<file path="config.mk">
export PLATFORM = sky130hd
export DESIGN_NAME = instr_loader
export DESIGN_NICKNAME = d
export VERILOG_FILES = /design/src/rtl/instr_loader.sv
export SDC_FILE = /design/constraint.sdc
export NUM_CORES = 1
export LEC_CHECK = 0
export CAP_MARGIN = 20
export CORE_MARGIN = 3
export CORE_UTILIZATION = 45
export DETAILED_ROUTE_END_ITERATION = 6
export PLACE_DENSITY = 0.69
export SLEW_MARGIN = 20
export SYNTH_ARGS = -nofsm -noshare
export SYNTH_HDL_FRONTEND = slang
export SYNTH_SLANG_ARGS = --single-unit
</file>
<file path="constraint.sdc">
create_clock -name clk -period 2.4 [get_ports clk]
set_input_delay 0.24 -clock clk [delete_from_list [all_inputs] [get_ports clk]]
set_output_delay 0.24 -clock clk [all_outputs]
set_load 0.02 [all_outputs]
</file>
<file path="src/rtl/instr_loader.sv">
// Byte-stream program loader: assembles LE words, writes memory, gates core reset.
// Optional trailing XOR checksum byte when INSTR_LOADER_CKSUM_EN is defined.
module instr_loader #(
  parameter int ADDR_W    = 8,
  parameter int BASE_ADDR = 0
) (
  input  logic              clk,
  input  logic              rst,
  input  logic              load,
  input  logic              rx_valid,
  input  logic [7:0]        rx_data,
  output logic              rx_ready,
  output logic              mem_we,
  output logic [ADDR_W-1:0] mem_addr,
  output logic [31:0]       mem_wd,
  output logic              cpu_rst,
  output logic              done,
  output logic              err
);

  typedef enum logic [2:0] {
    S_IDLE,
    S_LEN0,
    S_LEN1,
    S_DATA,
    S_WRITE,
    S_DONE,
    S_ERR
`ifdef INSTR_LOADER_CKSUM_EN
    , S_CKSUM
`endif
  } state_t;

  localparam logic [ADDR_W-1:0] L_BASE = ADDR_W'(BASE_ADDR);
  localparam logic [16:0]       L_MAX  = 17'(64'd1 << ADDR_W);

  state_t            r_state;
  logic              r_rx_ready;
  logic              r_we;
  logic [ADDR_W-1:0] r_addr;
  logic [31:0]       r_wd;
  logic              r_cpu_rst;
  logic              r_done;
  logic              r_err;
  logic [15:0]       r_len;
  logic [1:0]        r_bidx;
  logic [16:0]       r_wcnt;
  logic [31:0]       r_asm;
  logic [7:0]        r_xor;

  logic              w_fire;
  logic [15:0]       w_len;
  logic              w_len_bad;
  logic [16:0]       w_wcnt_inc;
  logic              w_last;
  logic [ADDR_W-1:0] w_addr;

  assign w_fire     = rx_valid & r_rx_ready;
  assign w_len      = {rx_data, r_len[7:0]};
  assign w_len_bad  = (w_len == 16'd0) || ({1'b0, w_len} > L_MAX);
  assign w_wcnt_inc = r_wcnt + 17'd1;
  assign w_last     = (w_wcnt_inc == {1'b0, r_len});
  // Truncation to ADDR_W makes the image wrap around the address space.
  assign w_addr     = L_BASE + r_wcnt[ADDR_W-1:0];

  always_ff @(posedge clk) begin
    if (!rst) begin
      r_state    <= S_IDLE;
      r_rx_ready <= 1'b0;
      r_we       <= 1'b0;
      r_addr     <= L_BASE;
      r_wd       <= 32'd0;
      r_cpu_rst  <= 1'b1;
      r_done     <= 1'b0;
      r_err      <= 1'b0;
      r_len      <= 16'd0;
      r_bidx     <= 2'd0;
      r_wcnt     <= 17'd0;
      r_asm      <= 32'd0;
      r_xor      <= 8'd0;
    end else begin
      r_we <= 1'b0;
      unique case (r_state)
        S_IDLE, S_DONE, S_ERR: begin
          if (load) begin
            r_state    <= S_LEN0;
            r_rx_ready <= 1'b1;
            r_cpu_rst  <= 1'b1;
            r_done     <= 1'b0;
            r_err      <= 1'b0;
          end
        end
        S_LEN0: begin
          if (w_fire) begin
            r_len[7:0] <= rx_data;
            r_state    <= S_LEN1;
          end
        end
        S_LEN1: begin
          if (w_fire) begin
            r_len[15:8] <= rx_data;
            r_bidx      <= 2'd0;
            r_wcnt      <= 17'd0;
            r_xor       <= 8'd0;
            if (w_len_bad) begin
              r_state    <= S_ERR;
              r_rx_ready <= 1'b0;
              r_err      <= 1'b1;
            end else begin
              r_state <= S_DATA;
            end
          end
        end
        S_DATA: begin
          if (w_fire) begin
            r_bidx <= r_bidx + 2'd1;
            r_xor  <= r_xor ^ rx_data;
            r_asm[{r_bidx, 3'b000} +: 8] <= rx_data;
            if (r_bidx == 2'd3) begin
              r_wd       <= {rx_data, r_asm[23:0]};
              r_addr     <= w_addr;
              r_we       <= 1'b1;
              r_rx_ready <= 1'b0;
              r_state    <= S_WRITE;
            end
          end
        end
        S_WRITE: begin
          r_wcnt <= w_wcnt_inc;
          if (w_last) begin
`ifdef INSTR_LOADER_CKSUM_EN
            r_state    <= S_CKSUM;
            r_rx_ready <= 1'b1;
`else
            r_state   <= S_DONE;
            r_cpu_rst <= 1'b0;
            r_done    <= 1'b1;
`endif
          end else begin
            r_state    <= S_DATA;
            r_rx_ready <= 1'b1;
          end
        end
`ifdef INSTR_LOADER_CKSUM_EN
        S_CKSUM: begin
          if (w_fire) begin
            r_rx_ready <= 1'b0;
            if (rx_data == r_xor) begin
              r_state   <= S_DONE;
              r_cpu_rst <= 1'b0;
              r_done    <= 1'b1;
            end else begin
              r_state <= S_ERR;
              r_err   <= 1'b1;
            end
          end
        end
`endif
        default: begin
          r_state    <= S_IDLE;
          r_rx_ready <= 1'b0;
          r_cpu_rst  <= 1'b1;
        end
      endcase
    end
  end

  assign rx_ready = r_rx_ready;
  assign mem_we   = r_we;
  assign mem_addr = r_addr;
  assign mem_wd   = r_wd;
  assign cpu_rst  = r_cpu_rst;
  assign done     = r_done;
  assign err      = r_err;

endmodule

</file>
Word-level counts from Yosys, hierarchy flattened. Cells that the tools add are included.

Input port bits: 12. Flip-flop bits (word level): 115. Output and inout port bits: 45. Word-level logic and storage cells: 89.

Magnitude comparators: 1. $add $sub $neg: 3. Mux-type cells: 30. Eq/ne operators: 16. Bitwise gates (word level): 3. Reductions and logical operators: 21. Shifts and indexed selects: 2.

Operators by type and width (number): 17-bit one-hot mux with 2 select lines (1); 32-bit bitwise mux (1); 8-bit by 7-bit variable shift with 32-bit output, first input constant (1); 8-bit by 7-bit variable part select with 32-bit output (1); 3-bit 2-to-1 mux (7); 17-bit by 1-bit adder with 17-bit output, second input constant (1); 17-bit by 16-bit equality test with 1-bit output (1); 17-bit 2-to-1 mux (1); 16-bit by 9-bit greater-than comparator with 1-bit output, second input constant (1); 16-bit logical NOT (1); 2-bit != test, second input constant (8); 3-bit one-hot mux with 5 select lines (1); 3-bit AND reduction (5); 1-bit 2-to-1 mux (12); 3-bit equality test, second input constant (3); 2-bit AND reduction (4); 2-bit nonzero test (4); 5-bit negation with 7-bit output (1); 7-bit AND reduction (1); 3-bit by 2-bit equality test with 1-bit output, second input constant (2); 3-bit OR reduction (2); 1-bit one-hot mux with 5 select lines (1); 5-bit AND reduction (1); 2-bit 2-to-1 mux (2); other kinds (11) (13).

Depth between registers and ports, before layout. Gate-level depths: netlist of run 1.

Depth after elaboration: 5. Depth in mapped cells: 9. Depth with buffers taken out: 8.

Least setup slack after synthesis of run 1. OpenSTA, ideal clock, no wires.

Kind: register to register. Start point: register r_wcnt[0]. End point: register r_rx_ready, in the netlist rx_ready. Setup slack: 0.153 ns. Cell stages (with the launch flop): 10. Data required time: 2.277 ns. Path buffers: 1. Clock period less this slack: 2.247 ns. Setup time: 0.123 ns. Arrival time: 2.124 ns. Cell sequence: dfxtp_1 ha_1 buf_4 nand4_1 or4_4 xor2_1 o311a_1 nand4_1 nor3_2 a21oi_1.

Word-level cells in the longest chain between the ends: 4.

Ends and longest elaborated chain: from (decl) (line 47) `logic [16:0] r_wcnt;`; from (signal assigned) (line 129) `r_wcnt <= w_wcnt_inc;`; 17-bit by 1-bit adder with 17-bit output (line 61) `assign w_wcnt_inc = r_wcnt + 17'd1;`; 17-bit by 16-bit equality test with 1-bit output (line 62) `assign w_last = (w_wcnt_inc == {1'b0, r_len});`; 2-bit != test (no line); 7-bit AND reduction (no line); to (signal assigned) (line 69) `r_rx_ready <= 1'b0;`; to (signal assigned) (line 87) `r_rx_ready <= 1'b1;`; to (signal assigned) (line 107) `r_rx_ready <= 1'b0;`; to (decl) (line 38) `logic r_rx_ready;`.

Every way passes these cells. A chain may end at the register's enable or synchronous reset.

Final worst setup path of run 1.
Start point: register r_wcnt[1]. End point: register r_rx_ready, in the netlist rx_ready.

Same word-level chain as after synthesis.

==> flow_summary.yaml, run 1 <==
min_path:
  hp-class: "input port to flop"
  min_from: "rst"
  min_to: "r_len[9]"
  whs_path_depth: 2
yosys:
  ys_ff_latch: 107
  ys_seq_area_frac: 0.416
  avgSynthCellArea_um2: 8.18
  synth_top_area_cell: "dfxtp_1"
  synthMuxAreaShare: 0.0194
  synth_cell_types: 52
  synth-edff-count: 0
  syn_area_um2: 5150
  synth-async-reset-ratio: 0
  netlist_top_cells_area: "dfxtp_1 42%, nand2_1 11%, a21boi_0 10%, nand3_1 3.4%, xnor2_1 2.9%"
  synthAdderAreaFrac: 0.0146
  ys_warn_count: 0
  synthSimpleGateAreaFrac: 0.273
  synthXorXnorAreaFrac: 0.0391
  synth_nets: 648
  synth_compound_area_frac: 0.192
  synth_top_family_by_area: "simple AND/OR/NAND/NOR gates"
  yosysTopAreaCellShare: 0.416
  dominantRegCellSynth: "dfxtp_1"
  synthCells: 630
setup_path:
  crit_required_ns: 2.64
  reg2reg_slack_ns: 0.19
  startpoint_type: "flop"
  timing.rr.end: "rx_ready"
  critPathBufInv: 0
  cpMaxStageDelayCell: "or4_1"
  path_cells: "ha_2, nand3_4, or4_1, xnor2_1, nand4b_1, nor3_2, a21oi_1"
  crit_family: "simple AND/OR/NAND/NOR gates"
  endpoint_kind: "flop"
  reg2reg_from: "r_wcnt[1]"
  crit_fanout: 9
  reg2reg_depth: 7
  cp_data_arrival_time_ns: 2.45
  critical_path_class: "flop to flop"
  max_stage_delay_ns: 0.64
flow_run:
  max-cap-violations: 0
clock_network:
  cts_tree: "built"
  clockBufferDepth: 2
  postCtsSetupBuffers: 0
  insertion_delay_ns: 0.35
  postCtsResizedCells: 0
  hold_buffers: 0
  cts-root-buf: "clkbuf_16"
  cts_max_level: 3
  cts_buffers: 9
  clock-sinks: 107
  clk_pin_slew_worst_paths_ns: 0.07
die:
  rows: 38
  io-pin-count: 57
  die_h_um: 113
  dieArea_um2: 12800
  coreArea_um2: 11000
  die_x_um: 113
  floorplan.initialDensity: 0.467
placed_design:
  dpl_cell_area_um2: 5960
  place_hpwl_mm: 8.92
  routabilityCongestion: 0.881
  io_buffers: 56
sta:
  skew_ns: 0.00746
  hold_viol_final: 0
  drv_slew: 0
  slew_headroom: 0.523
  fin_crit_sh: 0.920
  post-route-min-period_ns: 2.21
  setup_viol: 0
  clock.fmax_mhz: 453
  setup_tns_ns: 0
  rsz0062_at_grt: "false"
  tightest_slew_ns: 0.716
routing:
  vias: 4524
  m1WireLength_mm: 6.09
  routed.top_layer: "met4"
  antenna_left: 0
  post-route-drc-count: 0
  drt_iter0_markers: 291
  drt-total-wl_mm: 12.8
  wl_met2_mm: 5.88
  wl_per_cell_um: 15.4
  wl_met3_um: 716
  first_pass_iters: 4
  vias_per_cell: 5.43
layout:
  area_growth_pct: 21.9
  multi_input_area_um2: 2780
  diodes: 0
  drive_above_1_share: 0.0938
  final_area_um2: 6280
  fillers: 1014
  nets: 706
  ff_latch_area_um2: 2140
pwr:
  swShare: 0.265
  power_density_nw_per_um2: 641
  internal-power_mw: 2.96
  power_frac_comb: 0.142
  peakVddDrop_uv: 686
  power.switching_mw: 1.07
  clockPowerShare: 0.387
  power_frac_seq: 0.470
  p_leak_nw: 2.11
global_routing:
  gr-total-overflow: 0
  grt_pass1_wl_mm: 21.3
  grt_antenna_before_repair: 0
  grt_max_degree: 42
  grt_pass1_vias: 4361
  grt_usage: 0.205
status:
  outcome: "complete, no violations"
[through the flow]
| step | power, mW | utilization | std cells | setup slack [ns] | hold slack, ns |
|---|---|---|---|---|---|
| after global placement | 2.49 | 0.540 | 817 | 0.203 | 0.441 |
| after global routing | 4.19 | 0.569 | 833 | 0.0548 | 0.462 |
| after CTS | 4.05 | 0.569 | 833 | 0.140 | 0.418 |
| final | 4.02 | 0.569 | 833 | 0.191 | 0.421 |
| after detailed placement | 2.50 | 0.540 | 817 | 0.164 | 0.455 |
| after floorplan | 2.30 | - | 630 | 0.153 | 0.375 |
[worst reg2reg max path, stage by stage, from the launching register on]
cell	delay, ns
dfxtp_1	0.34
ha_2	0.22
nand3_4	0.13
or4_1	0.64
xnor2_1	0.18
nand4b_1	0.19
nor3_2	0.30
a21oi_1	0.10
[cells by family (layout without fill, tap and decap cells)]
| group | count (synthesis) | in the layout |
|---|---|---|
| AND/OR/NAND/NOR | 293 | 293 |
| AO/OA/AOI/OAI | 140 | 140 |
| flip-flops | 107 | 107 |
| buffers and inverters | 51 | 114 |
| XOR/XNOR | 23 | 23 |
| multiplexers | 10 | 10 |
| adder cells (fa/ha/maj) | 6 | 6 |
[Yosys cell counts (5+ instances only)]
cell	n
clkbuf_1	29
ha_1	6
buf_2	6
nand4_1	7
xnor2_1	17
a21boi_1	7
o21a_1	9
a21boi_0	70
nor4_1	9
a21oi_1	19
nand2_1	157
nor2_1	18
nor2b_1	22
o21ai_0	14
xor2_1	6
and3_1	6
nor3_1	11
dfxtp_1	107
mux2i_1	10
buf_4	6
inv_1	7
nand3_1	35
nor3b_1	5
[power by group through the flow]
stage          logic (mW)  registers [mW]  clock network (mW)
2_1_floorplan       0.411            1.89                   0
3_3_place_gp        0.556            1.93                   0
3_5_place_dp        0.567            1.93                   0
4_1_cts             0.571            1.89                1.59
5_1_grt             0.631            1.90                1.65
6_report            0.573            1.89                1.56
[final cells by class]
class / instances / share of cell area
Clock inverter: 3 / 0.00717
Sequential cell: 107 / 0.341
Tap cell: 140 / 0.0279
Timing Repair Buffer: 91 / 0.134
Multi-Input combinational cell: 472 / 0.442
Inverter: 7 / 0.00418
Clock buffer: 13 / 0.0430
[layer usage]
layer  GRT usage  vias to the layer above
li1            -                     2258
met1       0.274                     2130
met2       0.331                      120
met3      0.0572                       16
met4      0.0473                        0
met5           0                        -
[flip-flops by register name, indices dropped and copies added, names as in the netlist, 2 cells and up]
register  count
r_len        16
r_asm        24
r_state       3
r_bidx        2
r_wcnt       17
mem_addr      8
mem_wd       32
[cell usage in the layout, fill, tap and decap left out, types with 11 or more instances in the layout]
cell type,netlist,final
buf_4,6,33
a21oi_1,19,19
nor2_1,18,17
nand3_1,35,35
xnor2_1,17,17
dfxtp_1,107,106
a21boi_0,70,70
nor3_1,11,11
nand2_1,157,157
clkdlybuf4s50_1,0,55
o21ai_0,14,14
nor2b_1,22,22
[worst max-delay path by stage]
stage	start	to	slack, ns	cells past startpoint
global route	r_wcnt[0]	rx_ready	0.05	7
CTS	r_wcnt[1]	rx_ready	0.14	8
finish	r_wcnt[1]	rx_ready	0.19	7
floorplan	r_wcnt[0]	rx_ready	0.15	9
detailed placement	r_wcnt[1]	rx_ready	0.16	8
global placement	rx_data[2]	rx_ready	0.20	8
Power figures use the tool's default switching activity.
==> inputs of run 2 (changes only) <==
Settings changed: CTS_CLUSTER_SIZE from default to 28, PLACE_DENSITY 0.69 to 0.77.
==> flow_summary.yaml, run 2 (synthesis results as in run 1) <==
sta:
  slew_headroom: 0.544
  rsz0062_at_grt: "false"
  hold_viol_final: 0
  skew_ns: 0.00975
  tightest_slew_ns: 0.684
  setup_tns_ns: 0
  drv_slew: 0
  fin_crit_sh: 0.940
  setup_viol: 0
  clock.fmax_mhz: 443
  fin_hold_ws_ns: 0.408
  post-route-min-period_ns: 2.26
placed_design:
  place_hpwl_mm: 8.85
  routabilityCongestion: 0.914
  io_buffers: 56
  dp_cells: 816
layout:
  final_cell_mix: "157 x nand2_1, 106 x dfxtp_1, 70 x a21boi_0, 55 x clkdlybuf4s50_1, 35 x nand3_1"
  multi_input_area_um2: 2790
  ff_latch_area_um2: 2140
  layout_commonest_cell: "nand2_1"
  diodes: 0
  drive_above_1_share: 0.0925
  largest_register_ffs: 32
  fin_cells: 832
  fillers: 1008
  nets: 705
  area_growth_pct: 21.5
min_path:
  hp-class: "input port to flop"
clock_network:
  hold_buffers: 0
  cts_buffers: 9
  postCtsResizedCells: 0
  cts_tree: "built"
  clockBufferDepth: 2
  clk_pin_slew_worst_paths_ns: 0.07
  insertion_delay_ns: 0.35
  postCtsSetupBuffers: 0
  clock-sinks: 107
  cts-root-buf: "clkbuf_16"
  cts_max_level: 3
setup_path:
  crit_required_ns: 2.69
  critical_path_class: "flop to flop"
  endpoint_kind: "flop"
  crit_family: "simple AND/OR/NAND/NOR gates"
  cp_data_arrival_time_ns: 2.55
  critPathBufInv: 0
  startpoint_type: "flop"
  max_stage_delay_ns: 0.58
  crit_top_cell: "nand4_1"
  path_cells: "nand4_1, or4_4, xor2_1, o311a_1, nand4_1, nor3_2, o21a_1"
  cpMaxStageDelayCell: "or4_4"
  crit_fanout: 6
routing:
  vias: 4540
  post-route-drc-count: 0
  drt-total-wl_mm: 12.6
  vias_per_cell: 5.46
  antenna_left: 0
  first_pass_iters: 5
  drt_iter0_markers: 367
  wl_per_cell_um: 15.2
die:
  die_h_um: 113
  die_x_um: 113
  io-pin-count: 57
  coreArea_um2: 11000
  rows: 38
  floorplan.initialDensity: 0.467
  dieArea_um2: 12800
global_routing:
  gr-total-overflow: 0
  use_met2: 0.313
  met1_usage: 0.272
  grt_antenna_before_repair: 0
  grt.busiest_layer: "met2"
  grt_usage: 0.200
  grt_pass1_wl_mm: 21.0
  grt_max_degree: 41
  gr-usage-met3: 0.0460
  grt_pass1_vias: 4317
pwr:
  p_leak_nw: 2.11
  power_density_nw_per_um2: 632
  internal-power_mw: 2.83
  peakVddDrop_uv: 438
  clockPowerShare: 0.377
  power_frac_comb: 0.143
  power_frac_seq: 0.480
  power.switching_mw: 1.12
  swShare: 0.284
status:
  outcome: "complete, no violations"
flow_run:
  max-cap-violations: 0
run 2: cell count changes in the layout (fill, tap and decap cells not counted), sizes merged:
cell and delta:
clkinvlp -2, buf -1, clkbuf -3, bufinv -1, inv +4, clkinv +2
run 2: routing by layer:
metal,wire length (um),part of all wire
met5,0,0
met4,283,0.022
met3,646,0.051
met2,5890,0.47
met1,5820,0.46
run 2: power groups by stage:
stage                     clock network (mW)  registers (mW)  logic (mW)
after global routing                    1.60            1.91       0.629
after detailed placement                   0            1.93       0.559
after floorplan                            0            1.89       0.411
after global placement                     0            1.93       0.548
final                                   1.49            1.90       0.564
after CTS                               1.53            1.89       0.563
run 2: path summary, 6_finish.rpt:
check	depth (start not counted)	startpoint	to	slack, ns
max reg2reg	7	r_wcnt[2]	done	0.14
max	7	r_wcnt[2]	done	0.14
min	2	rst	r_state[2]	0.41
min reg2reg	2	mem_wd[6]	mem_wd[6]	0.45
run 2: final cells by class:
cell class | instances | share of cell area
clock inverters | 6 | 0.0104
clock buffers | 10 | 0.0382
well taps | 140 | 0.0280
multi-input cells | 472 | 0.445
flip-flops and latches | 107 | 0.343
repair buffers | 90 | 0.132
inverters | 7 | 0.00420
run 2: metrics by stage:
stage	total power [mW]	utilization	cell area [um^2]	setup WS, ns
2_1_floorplan	2.30	-	5150	0.153
3_3_place_gp	2.48	0.538	5940	0.227
3_5_place_dp	2.49	0.538	5940	0.0545
4_1_cts	3.99	0.566	6240	0.132
5_1_grt	4.14	0.567	6260	0.0315
6_report	3.95	0.567	6260	0.145
run 2: worst register-to-register path, cell delays in order (launching register included):
cell	delay, ns
dfxtp_1	0.51
nand4_1	0.20
or4_4	0.58
xor2_1	0.15
o311a_1	0.19
nand4_1	0.14
nor3_2	0.28
o21a_1	0.16
